[src/rtl/ex_div_if.sv]
// Handshake and data bundle between the execute stage and the iterative divider.
// The master side (execute stage) launches and annuls; the slave side returns the result.
interface ex_div_if;
    logic        signed_div_i;
    logic [31:0] opdata1_i;
    logic [31:0] opdata2_i;
    logic        start_i;
    logic        annul_i;
    logic [63:0] result_o;
    logic        ready_o;

    modport master (
        output signed_div_i, opdata1_i, opdata2_i, start_i, annul_i,
        input  result_o, ready_o
    );

    modport slave (
        input  signed_div_i, opdata1_i, opdata2_i, start_i, annul_i,
        output result_o, ready_o
    );
endinterface

[src/rtl/ex_div.sv]
// Radix-2 restoring 32-bit divider for DIV/DIVU, one quotient bit per cycle,
// with a divide-by-zero fast path and an annul abort for flushed instructions.
//
// state  | meaning
// FREE   | idle, outputs cleared, waiting for start_i
// BYZERO | divisor was zero, result forced to 0 next edge
// ON     | 32 restoring steps, then sign fix-up and result capture
// END    | result valid, held while start_i stays high
module ex_div (
    input logic clk,
    input logic rst,
    ex_div_if.slave bus
);
    typedef enum logic [1:0] {
        FREE   = 2'd0,
        BYZERO = 2'd1,
        ON     = 2'd2,
        END    = 2'd3
    } state_t;

    state_t      state;
    logic [5:0]  cnt;
    logic [63:0] work;      // {partial remainder, quotient being shifted in}
    logic [31:0] divisor;
    logic        quo_neg;
    logic        rem_neg;

    logic [31:0] abs1;
    logic [31:0] abs2;
    logic [32:0] diff;
    logic [31:0] quo_fix;
    logic [31:0] rem_fix;

    always_comb begin
        abs1 = bus.opdata1_i;
        abs2 = bus.opdata2_i;
        if (bus.signed_div_i && bus.opdata1_i[31])
            abs1 = ~bus.opdata1_i + 32'd1;
        if (bus.signed_div_i && bus.opdata2_i[31])
            abs2 = ~bus.opdata2_i + 32'd1;
        // trial remainder is the current remainder with the next dividend bit appended;
        // it is always below twice the divisor, so 33 bits hold the difference
        diff    = work[63:31] - {1'b0, divisor};
        quo_fix = quo_neg ? (~work[31:0] + 32'd1) : work[31:0];
        rem_fix = rem_neg ? (~work[63:32] + 32'd1) : work[63:32];
    end

    always_ff @(posedge clk or posedge rst) begin
        if (rst) begin
            state        <= FREE;
            cnt          <= 6'd0;
            work         <= 64'd0;
            divisor      <= 32'd0;
            quo_neg      <= 1'b0;
            rem_neg      <= 1'b0;
            bus.result_o <= 64'd0;
            bus.ready_o  <= 1'b0;
        end else begin
            case (state)
                FREE: begin
                    bus.ready_o  <= 1'b0;
                    bus.result_o <= 64'd0;
                    if (bus.start_i && !bus.annul_i) begin
                        if (bus.opdata2_i == 32'd0) begin
                            state <= BYZERO;
                        end else begin
                            state   <= ON;
                            cnt     <= 6'd0;
                            work    <= {32'd0, abs1};
                            divisor <= abs2;
                            quo_neg <= bus.signed_div_i & (bus.opdata1_i[31] ^ bus.opdata2_i[31]);
                            rem_neg <= bus.signed_div_i & bus.opdata1_i[31];
                        end
                    end
                end
                BYZERO: begin
                    state        <= END;
                    work         <= 64'd0;
                    bus.result_o <= 64'd0;
                    bus.ready_o  <= 1'b1;
                end
                ON: begin
                    if (bus.annul_i) begin
                        state        <= FREE;
                        bus.ready_o  <= 1'b0;
                        bus.result_o <= 64'd0;
                    end else if (cnt != 6'd32) begin
                        if (diff[32])
                            work <= {work[62:0], 1'b0};
                        else
                            work <= {diff[31:0], work[30:0], 1'b1};
                        cnt <= cnt + 6'd1;
                    end else begin
                        bus.result_o <= {rem_fix, quo_fix};
                        bus.ready_o  <= 1'b1;
                        state        <= END;
                    end
                end
                END: begin
                    if (!bus.start_i) begin
                        state        <= FREE;
                        bus.ready_o  <= 1'b0;
                        bus.result_o <= 64'd0;
                    end
                end
                default: begin
                    state        <= FREE;
                    bus.ready_o  <= 1'b0;
                    bus.result_o <= 64'd0;
                end
            endcase
        end
    end
endmodule

[src/flat_wrapper.sv]
// flat-port wrapper written by rule: the top's interface ports become plain ports
module ex_div_flat 
  (clk, rst, bus_signed_div_i, bus_opdata1_i, bus_opdata2_i, bus_start_i, bus_annul_i, bus_result_o, bus_ready_o);
  ex_div_if bus_i ();
  input logic clk;
  input logic rst;
  input wire logic [$bits(bus_i.signed_div_i)-1:0] bus_signed_div_i;
  input wire logic [$bits(bus_i.opdata1_i)-1:0] bus_opdata1_i;
  input wire logic [$bits(bus_i.opdata2_i)-1:0] bus_opdata2_i;
  input wire logic [$bits(bus_i.start_i)-1:0] bus_start_i;
  input wire logic [$bits(bus_i.annul_i)-1:0] bus_annul_i;
  output wire logic [$bits(bus_i.result_o)-1:0] bus_result_o;
  output wire logic [$bits(bus_i.ready_o)-1:0] bus_ready_o;
  assign bus_i.signed_div_i = bus_signed_div_i;
  assign bus_i.opdata1_i = bus_opdata1_i;
  assign bus_i.opdata2_i = bus_opdata2_i;
  assign bus_i.start_i = bus_start_i;
  assign bus_i.annul_i = bus_annul_i;
  assign bus_result_o = bus_i.result_o;
  assign bus_ready_o = bus_i.ready_o;
  ex_div u_core (.clk(clk), .rst(rst), .bus(bus_i));
endmodule
[config.mk]
export PLATFORM = sky130hd
export DESIGN_NAME = ex_div_flat
export DESIGN_NICKNAME = d
export VERILOG_FILES = /design/src/rtl/ex_div_if.sv /design/src/rtl/ex_div.sv /design/src/flat_wrapper.sv
export SDC_FILE = /design/constraint.sdc
export NUM_CORES = 1
export LEC_CHECK = 0
export CORE_ASPECT_RATIO = 0.8
export CORE_MARGIN = 3
export CORE_UTILIZATION = 52
export CTS_CLUSTER_SIZE = 25
export DETAILED_ROUTE_END_ITERATION = 16
export GPL_ROUTABILITY_DRIVEN = 0
export PLACE_DENSITY = 0.84
export SLEW_MARGIN = 20
export SYNTH_ARGS = -nofsm -noshare
export SYNTH_HDL_FRONTEND = slang
export SYNTH_SLANG_ARGS = --single-unit
[constraint.sdc]
create_clock -name clk -period 6.08 [get_ports clk]
set_input_delay 1.216 -clock clk [delete_from_list [all_inputs] [get_ports clk]]
set_output_delay 1.216 -clock clk [all_outputs]
set_load 0.02 [all_outputs]
==> flow_metrics.py <==
metrics = {
    "min_path": {
        "hp-start": "u_core.bus.result_o[17]",
        "min_path_cells": 2,
        "holdPathEnd": "u_core.bus.result_o[17]",
        "worstHoldPathType": "flip-flop to flip-flop",
    },
    "layout": {
        "mostFrequentLayoutCells": "nand2_1, o21ai_0, dfrtp_1",
        "drive_gt1_share_pct": 4.40,
        "final_core_util_pct": 63.6,
        "syn2layout_area_growth_pct": 19.1,
        "nets": 1531,
        "layout_commonest_cell": "nand2_1",
        "antenna_cells": 0,
        "n_fill_cell": 1656,
    },
    "power_and_ir_drop": {
        "powerDensity_nw_per_um2": 348,
        "p_total_w": 0.00462,
        "vdd_drop_max_mv": 0.252,
        "p_leak_nw": 5.74,
    },
    "worst_setup_path": {
        "path_cells": "clkdlybuf4s50_1, inv_1, ha_1, and3_1, and3b_1, a31o_2, a21oi_1, nor2b_1, nand2_1, a211o_1, o21ai_0",
        "max_stage_delay_ns": 0.63,
        "crit_buf_inv": 2,
        "cp_data_required_time_ns": 6.44,
        "path_max_fanout": 30,
        "crit_path_start_kind": "input pin",
        "rrSetupSlack_ns": 2.18,
        "reg2reg_to": "u_core.work[61]",
        "criticalPathCategory": "input pin to flip-flop",
        "slowest_stage": "nand2_1",
        "crit_arrival_ns": 4.79,
        "cp-startpoint": "bus_opdata2_i[1]",
        "ff2ff_path_depth": 12,
        "crit_family": "simple AND/OR/NAND/NOR gates",
        "worstSetupEndpointType": "flip-flop",
        "worstReg2RegStart": "u_core.work[31]",
    },
    "clocking": {
        "cts_resized": 0,
        "numCtsBuffers": 17,
        "clk_pin_slew_ns": 0.07,
        "cts_hold_buf": 0,
        "htreeDepth": 4,
        "worstSkewPairLatency_ns": 0.44,
        "cts_root_buffer": "clkbuf_16",
        "tritoncts": "built",
        "cts_setup_buffers": 0,
        "cts_sinks": 171,
        "clk_path_buf_depth": 2,
    },
    "synth": {
        "synth_nets": 1437,
        "seq_area_frac_synth_pct": 38.4,
        "synth.top_cell.area_share_pct": 38.4,
        "syn_inst": 1325,
        "synth.area.top_cells": "dfrtp_1, o21ai_0, nand2_1",
        "synth-seq-cells": 171,
        "netlist_area_um2": 11100,
        "synth_edf_count": 0,
        "yosys_warnings": 0,
        "ys_types": 61,
        "async_reset_ff_share_pct": 100,
        "postSynthAreaPerCell_um2": 8.41,
        "yosysTopAreaCell": "dfrtp_1",
        "synth_ff_type": "dfrtp_1",
    },
    "timing": {
        "fin_tns_setup_ns": 0,
        "drv_slew": 0,
        "finalSetupViolCount": 0,
        "rsz0062_at_grt": "false",
        "whs_ns": 0.479,
        "setup_ws_ns": 1.64,
        "min_period_over_period_pct": 73.0,
        "slew_headroom_pct": 30.8,
        "hold_viol": 0,
        "min_period_ns": 4.44,
        "fin_worst_skew_ns": 0.0106,
        "max_freq_mhz": 225,
        "worst_pin_slew_ns": 1.04,
    },
    "global_route": {
        "track_usage_pct": 25.6,
        "grt_pass1_vias": 9539,
        "grt_pass1_wl_mm": 48.4,
        "grt_overflow": 0,
        "grt_max_degree": 108,
        "antenna_found_initial": 0,
    },
    "die": {
        "start_util_pct": 53.4,
        "die_area_um2": 23200,
        "rows": 47,
        "die_h_um": 137,
        "num_io_pins": 134,
        "die_w_um": 170,
        "core_um2": 20900,
    },
    "detailed_routing": {
        "drt_iter0_drc": 1101,
        "drt-total-wl_mm": 29.6,
        "ant_nets": 0,
        "via_count": 10149,
        "dr.pass1.iters": 6,
        "drc": 0,
        "vias_per_cell": 5.97,
        "wl_per_cell_um": 17.4,
    },
    "placed_design": {
        "numPortBuffers": 133,
        "pre_cts_ws_ns": 1.23,
        "dp_hpwl_mm": 21.4,
    },
    "run": {
        "cap_viol_max_count": 0,
    },
    "run_status": {
        "outcome": "finished, final reports clean",
    },
}
-- final cells by class --
class / count / area [um^2] / area share [%]
clock buffers: 19 / 453 / 3.41
clock inverters: 13 / 188 / 1.41
inverters: 62 / 238 / 1.79
multi-input cells: 1026 / 6400 / 48.2
flip-flops and latches: 171 / 4280 / 32.2
well taps: 269 / 337 / 2.53
repair buffers: 141 / 1390 / 10.5
-- where the power goes --
group	total, W	switching (W)	leakage, nW	internal (W)
clock network	0.00119	0.000480	0.306	0.000712
logic	0.00184	0.00120	3.17	0.000641
registers	0.00158	0.000225	2.27	0.00136
total	0.00462	0.00191	5.74	0.00271
-- logic make-up (layout without fill, tap and decap cells) --
group                    after synthesis  in the layout  share of synthesized area, %
adder cells (fa/ha/maj)               43             43                          4.89
AND/OR/NAND/NOR                      402            402                          16.5
flip-flops                           171            171                          38.4
AO/OA/AOI/OAI                        409            409                          21.9
multiplexers                          29             29                          2.61
buffers and inverters                128            235                          4.47
XOR/XNOR                             143            143                          11.2
-- routing by layer --
metal / track usage, % / wire [um] / vias up
li1: - / - / 4835
met1: 38.0 / 13800 / 4807
met2: 38.1 / 12800 / 456
met3: 5.11 / 2510 / 51
met4: 7.22 / 586 / 0
met5: 0 / 0 / -
-- stage by stage --
stage | instance area, um^2 | instances
floorplan | 11100 | 1325
global placement | 12600 | 1669
detailed placement | 12600 | 1669
CTS | 13300 | 1701
global route | 13300 | 1701
finish | 13300 | 1701
-- sequential cells by signal (all words and copies together), names as in the netlist --
signal               cells
u_core.bus.result_o     64
u_core.cnt               6
u_core.rem_neg           1
u_core.bus.ready_o       1
u_core.state             2
u_core.divisor          32
u_core.work             64
u_core.quo_neg           1
-- synth_stat cells (17+ instances only) --
master,number
nand2_1,222
nor2_1,60
mux2i_1,28
xor2_1,80
ha_1,42
clkbuf_1,47
inv_1,62
a22oi_1,27
xnor2_1,63
nand2b_1,17
o21ai_0,181
nor3_1,18
a21oi_1,78
dfrtp_1,171
o31ai_1,37
-- worst max path at each step --
stage / endpoint / slack (ns) / depth (start not counted)
6_report: u_core.work[32] / 1.64 / 11
2_1_floorplan: u_core.bus.ready_o / 0.23 / 1
5_1_grt: u_core.work[0] / 1.43 / 10
4_1_cts: u_core.work[32] / 1.68 / 11
3_5_place_dp: u_core.work[32] / 1.23 / 11
3_3_place_gp: u_core.work[32] / 1.38 / 11
-- worst reg2reg max path: stages, from the launching register on --
cell       delay (ns)
dfrtp_1          0.49
inv_1            0.08
ha_1             0.21
fa_1             0.40
nand2b_1         0.18
a21oi_1          0.30
o2111ai_1        0.22
a21oi_1          0.29
or4_1            0.15
and3_2           0.88
nand4_1          0.17
mux2i_1          0.30
a211o_1          0.16
Note: power is estimated with default switching activity, not from simulation.
